$ cat config.mk
export PLATFORM = sky130hd
export DESIGN_NAME = lpc_cycle_fifo
export DESIGN_NICKNAME = d
export VERILOG_FILES = /design/src/rtl/lpc_cycle_fifo.sv
export SDC_FILE = /design/constraint.sdc
export NUM_CORES = 1
export LEC_CHECK = 0
export BUFFER_PORTS_ARGS = -buffer_cell sky130_fd_sc_hd__buf_2
export CAP_MARGIN = 40
export CORE_MARGIN = 5
export CORE_UTILIZATION = 35
export CTS_CLUSTER_SIZE = 28
export DETAILED_ROUTE_END_ITERATION = 8
export PLACE_DENSITY = 0.52
export SETUP_SLACK_MARGIN = 0.02
export SYNTH_ARGS = -nofsm -noshare
export SYNTH_HDL_FRONTEND = slang
export SYNTH_SLANG_ARGS = --single-unit
$ cat constraint.sdc
create_clock -name clk_i -period 3.1 [get_ports clk_i]
set_input_delay 0.31 -clock clk_i [delete_from_list [all_inputs] [get_ports clk_i]]
set_output_delay 0.31 -clock clk_i [all_outputs]
set_load 0.02 [all_outputs]
$ cat src/rtl/lpc_cycle_fifo.sv
// Filters completed LPC cycle records by address window and cycle type and buffers the accepted
// ones in a first-word-fall-through FIFO with a valid/ready output and drop statistics.
module lpc_cycle_fifo #(
    parameter int unsigned DEPTH         = 16,
    parameter logic [15:0] ADDR_LO       = 16'h0080,
    parameter logic [15:0] ADDR_HI       = 16'h0080,
    parameter bit          CAPTURE_READS = 1'b0
) (
    input  logic                       clk_i,
    input  logic                       nrst_i,
    input  logic [31:0]                tdata_i,
    input  logic                       ready_i,
    input  logic                       filter_en_i,
    input  logic                       clear_i,
    output logic [31:0]                m_data_o,
    output logic                       m_valid_o,
    input  logic                       m_ready_i,
    output logic [$clog2(DEPTH):0]     level_o,
    output logic                       overflow_o,
    output logic [15:0]                drop_cnt_o
);

    localparam int unsigned AW = $clog2(DEPTH);
    localparam logic [AW:0]   FullLevel = (AW + 1)'(DEPTH);
    localparam logic [AW:0]   LvlOne    = 1;
    localparam logic [AW-1:0] PtrOne    = 1;

    logic [31:0]   mem_q [DEPTH];
    logic [AW-1:0] wptr_q, wptr_d, rptr_q, rptr_d;
    logic [AW:0]   level_q, level_d;
    logic          ready_q;
    logic          overflow_q, overflow_d;
    logic [15:0]   drop_cnt_q, drop_cnt_d;

    logic          rec_event, in_window, type_ok, accept, full, pop, push, drop;

    always_comb begin
        rec_event = ready_i & ~ready_q;
        in_window = (tdata_i[31:16] >= ADDR_LO) && (tdata_i[31:16] <= ADDR_HI);
        type_ok   = (tdata_i[7:0] == 8'h01) || ((tdata_i[7:0] == 8'h00) && CAPTURE_READS);
        accept    = rec_event && (!filter_en_i || (in_window && type_ok));
        full      = (level_q == FullLevel);
        pop       = (level_q != '0) && m_ready_i;
        // A full FIFO still takes the record when the head leaves on the same edge.
        push      = accept && (!full || pop) && !clear_i;
        drop      = accept && full && !pop && !clear_i;
    end

    always_comb begin
        wptr_d     = wptr_q;
        rptr_d     = rptr_q;
        level_d    = level_q;
        overflow_d = overflow_q;
        drop_cnt_d = drop_cnt_q;
        if (clear_i) begin
            wptr_d     = '0;
            rptr_d     = '0;
            level_d    = '0;
            overflow_d = 1'b0;
            drop_cnt_d = '0;
        end else begin
            if (push) wptr_d = wptr_q + PtrOne;
            if (pop)  rptr_d = rptr_q + PtrOne;
            unique case ({push, pop})
                2'b10:   level_d = level_q + LvlOne;
                2'b01:   level_d = level_q - LvlOne;
                default: level_d = level_q;
            endcase
            if (drop) begin
                overflow_d = 1'b1;
                if (drop_cnt_q != 16'hFFFF) drop_cnt_d = drop_cnt_q + 16'd1;
            end
        end
    end

    always_ff @(posedge clk_i or negedge nrst_i) begin
        if (!nrst_i) begin
            wptr_q     <= '0;
            rptr_q     <= '0;
            level_q    <= '0;
            ready_q    <= 1'b0;
            overflow_q <= 1'b0;
            drop_cnt_q <= '0;
        end else begin
            wptr_q     <= wptr_d;
            rptr_q     <= rptr_d;
            level_q    <= level_d;
            ready_q    <= ready_i;
            overflow_q <= overflow_d;
            drop_cnt_q <= drop_cnt_d;
        end
    end

    // Storage needs no reset; the head is masked to zero while empty.
    always_ff @(posedge clk_i) begin
        if (push) mem_q[wptr_q] <= tdata_i;
    end

    assign m_valid_o  = (level_q != '0);
    assign m_data_o   = m_valid_o ? mem_q[rptr_q] : 32'h0;
    assign level_o    = level_q;
    assign overflow_o = overflow_q;
    assign drop_cnt_o = drop_cnt_q;

endmodule

==> flow_metrics.py <==
metrics = {
    "timing": {
        "worst_slack_ps": -91.5,
        "setup_violations": 24,
        "worst_slew_margin_rel": 0.421,
        "drv_slew": 0,
        "hold_viol_final": 0,
        "period_minus_slack_ps": 3190,
        "fmax_mhz": 313,
        "rsz0062_at_grt": "yes",
        "clock_skew_ps": 13.9,
        "tightest_slew_ps": 861,
        "timing.final.crit_share": 1.03,
    },
    "grt": {
        "grt.total_usage": 0.154,
        "grt_max_degree": 41,
        "grt_pass1_wl_um": 76000,
        "gr-total-overflow": 0,
        "antenna_found_initial": 3,
        "grt_pass1_vias": 11200,
    },
    "flow_run": {
        "cap_viol_max_count": 0,
    },
    "placement": {
        "dp_hpwl_um": 29800,
        "place_ws_ps": -276,
        "port_buffers": 92,
        "gp_congestion": 0.757,
    },
    "min_path": {
        "hold_start": "tdata_i[27]",
        "hold-path-endpoint": "mem_q[4][27]$_DFFE_PP_",
        "holdPathStages": 1,
        "hold_path.class": "primary input to flip-flop",
    },
    "yosys": {
        "syn-instance-count": 961,
        "yosysWarningCount": 0,
        "netlist.area_leader.share": 0.723,
        "ys_seq_elements": 543,
        "synth_area_leaders": "edfxtp_1 (72%), mux4_2 (17%), dfrtp_1 (3.6%)",
        "ys_types": 43,
        "synth-edff-count": 512,
        "synth_top_cell_by_area": "edfxtp_1",
        "avgSynthCellArea_um2": 22.1,
        "synth-async-reset-ratio": 0.0571,
        "ys.flop_type": "edfxtp_1",
        "syn_nets": 1009,
        "syn_area_um2": 21300,
        "yosysSeqAreaShare": 0.760,
    },
    "floorplan": {
        "die_w_um": 256,
        "initial_utilization": 0.353,
        "die_y_um": 256,
        "rows": 90,
        "core_um2": 60200,
        "die_area_um2": 65800,
        "io_pins": 93,
    },
    "cells_and_area": {
        "nets": 1243,
        "final_layout_size_suffix_gt1_frac": 0.388,
        "area_growth_syn_to_layout_pct": 22.8,
        "nFillCells": 5108,
    },
    "detailed_routing": {
        "firstDrtPassIters": 5,
        "ant_nets": 0,
        "via_per_inst": 5.11,
        "routed_wl_um": 51200,
        "routedWlPerCell_um": 25.4,
        "drtIter0Drc": 886,
        "vias": 10300,
        "drc": 0,
    },
    "worst_setup_path": {
        "critPathMaxFanout": 9,
        "ff2ff_setup_slack_ps": 240,
        "critPathRequiredTime_ps": 2790,
        "crit_type": "flip-flop to primary output",
        "critPathCaptureType": "primary output",
        "critPathArrivalTime_ps": 2880,
        "rr_endpoint": "level_o[4]$_DFFE_PN0P_",
        "worst_setup_path_start_kind": "flip-flop",
        "ff2ff_path_depth": 12,
        "crit-reg2reg-launch": "level_o[2]$_DFFE_PN0P_",
    },
    "clock_network": {
        "cts_tree": "yes",
        "cts_made_buffers": 57,
        "worstSkewPairLatency_ps": 610,
        "cts-root-buf": "clkbuf_16",
        "cts_max_level": 2,
        "path_clk_slew_ps": 60,
        "cts_sinks": 543,
        "cts_buffer_depth": 3,
    },
    "power_and_ir_drop": {
        "cellLeakagePower_nw": 8.40,
        "total_power_mw": 19.5,
        "p_per_area_nw_per_um2": 748,
        "irDropWorstVdd_uv": 470,
    },
    "outcome": {
        "status": "complete, but fails checks",
        "violations": "setup timing",
    },
}
-- synth_stat cells (2+ instances only) --
| master | instances |
|---|---|
| xor2_1 | 8 |
| or3_1 | 9 |
| nor2b_1 | 36 |
| o21ai_0 | 10 |
| ha_1 | 9 |
| and2_1 | 2 |
| dfrtp_1 | 31 |
| buf_2 | 10 |
| nand2b_1 | 3 |
| nor4b_1 | 2 |
| nand4_1 | 8 |
| and3_1 | 3 |
| nand2_1 | 20 |
| mux2i_1 | 4 |
| nor4_1 | 5 |
| clkbuf_1 | 27 |
| o31ai_1 | 2 |
| inv_1 | 8 |
| nor2_1 | 38 |
| buf_1 | 8 |
| a21oi_1 | 14 |
| edfxtp_1 | 512 |
| nand3_1 | 7 |
| mux4_2 | 160 |
| xnor2_1 | 5 |
| or4_1 | 3 |
-- worst max-delay path: stages, from the launching register on --
cell	delay [ps]
dfrtp_4	450
buf_12	200
buf_6	180
mux4_2	510
mux4_2	550
nor2b_1	170
buf_2	190
-- timing repair --
action / CTS / global route
setup endpoints to repair: 32 / 33
resized for setup: 5 / 16
pin swaps: 0 / 2
hold endpoints to repair: 34 / 0
buffers inserted: 9 / 1
gates cloned: 2 / 5
hold buffers: 4 / 0
-- worst max path at each step --
| stage | start | endpoint | slack [ps] | depth (start not counted) |
|---|---|---|---|---|
| after global placement | tdata_i[30] | level_o[4]$_DFFE_PN0P_ | -340 | 15 |
| final | rptr_q[0]$_DFFE_PN0P_ | m_data_o[28] | -90 | 6 |
| after CTS | rptr_q[0]$_DFFE_PN0P_ | m_data_o[6] | -120 | 6 |
| after floorplan | tdata_i[31] | mem_q[15][0]$_DFFE_PP_ | -220 | 5 |
| after detailed placement | tdata_i[30] | level_o[4]$_DFFE_PN0P_ | -280 | 15 |
| after global routing | rptr_q[0]$_DFFE_PN0P_ | m_data_o[28] | -160 | 6 |
-- cell families after synthesis --
family	share of synthesized area
multiplexers	0.171
buffers and inverters	0.0105
flip-flops	0.760
adder cells (fa/ha/maj)	0.00624
AO/OA/AOI/OAI	0.0101
XOR/XNOR	0.00612
AND/OR/NAND/NOR	0.0360
-- metrics by stage --
step            util  std cells  hold slack, ps  area (um^2)  setup TNS (ps)
2_1_floorplan      -        961            14.4        21300          -74500
3_3_place_gp   0.397       1897             414        23900            -395
3_5_place_dp   0.397       1897             411        23900            -302
4_1_cts        0.430       2013            22.5        25900           -2530
5_1_grt        0.433       2020            18.2        26100           -3560
6_report       0.433       2021            41.9        26100            -753
-- state kept, by name, summed over array words and instances (netlist names) --
signal,cells
rptr_q,4
mem_q,512
wptr_q,4
overflow_o,1
ready_q,1
level_o,5
drop_cnt_o,16
-- cells in the final DEF, fill, tap and decap left out, types with 3 or more instances in the layout --
cell / synthesis / final
buf_8: 0 / 3
clkinv_2: 0 / 8
clkbuf_1: 27 / 14
buf_16: 0 / 5
clkinv_1: 0 / 13
nor2_1: 38 / 21
nor2b_1: 36 / 36
buf_2: 10 / 86
buf_4: 0 / 80
edfxtp_1: 512 / 512
mux4_2: 160 / 160
nand4_1: 8 / 8
inv_1: 8 / 8
xor2_1: 8 / 8
ha_1: 9 / 9
nand2_1: 20 / 20
nor2_4: 0 / 17
xnor2_1: 5 / 5
nand3_1: 7 / 7
or3_1: 9 / 9
o21ai_0: 10 / 9
nand2b_1: 3 / 3
nor4_1: 5 / 4
bufinv_16: 0 / 4
a21oi_1: 14 / 14
dfrtp_1: 31 / 27
clkbuf_16: 0 / 62
dlygate4sd3_1: 0 / 4
buf_12: 0 / 35
or4_1: 3 / 3
and3_1: 3 / 3
mux2i_1: 4 / 4
-- metal layers --
metal	wire length, um	track usage	vias up
met5	11	0	-
met4	1050	0.0362	2
met3	1930	0.0275	68
met2	25100	0.252	194
met1	23100	0.219	5579
li1	-	-	4488
-- cell type report --
cell class / count / area [um^2] / share of cell area
Sequential cell: 543 / 16200 / 0.619
Multi-Input combinational cell: 364 / 5020 / 0.192
Timing Repair Buffer: 221 / 2130 / 0.0818
Clock buffer: 71 / 1480 / 0.0567
Tap cell: 782 / 978 / 0.0375
Clock inverter: 30 / 292 / 0.0112
Inverter: 8 / 30.0 / 0.00115
Antenna cell: 2 / 5.00 / 0.000192
-- power by group --
part	internal (mW)	switching, mW	total, mW
Combinational	2.38	2.48	4.85
Clock	3.72	2.81	6.53
Sequential	8.07	0.0716	8.14
Total	14.2	5.36	19.5
(Power assumes the default switching activity.)
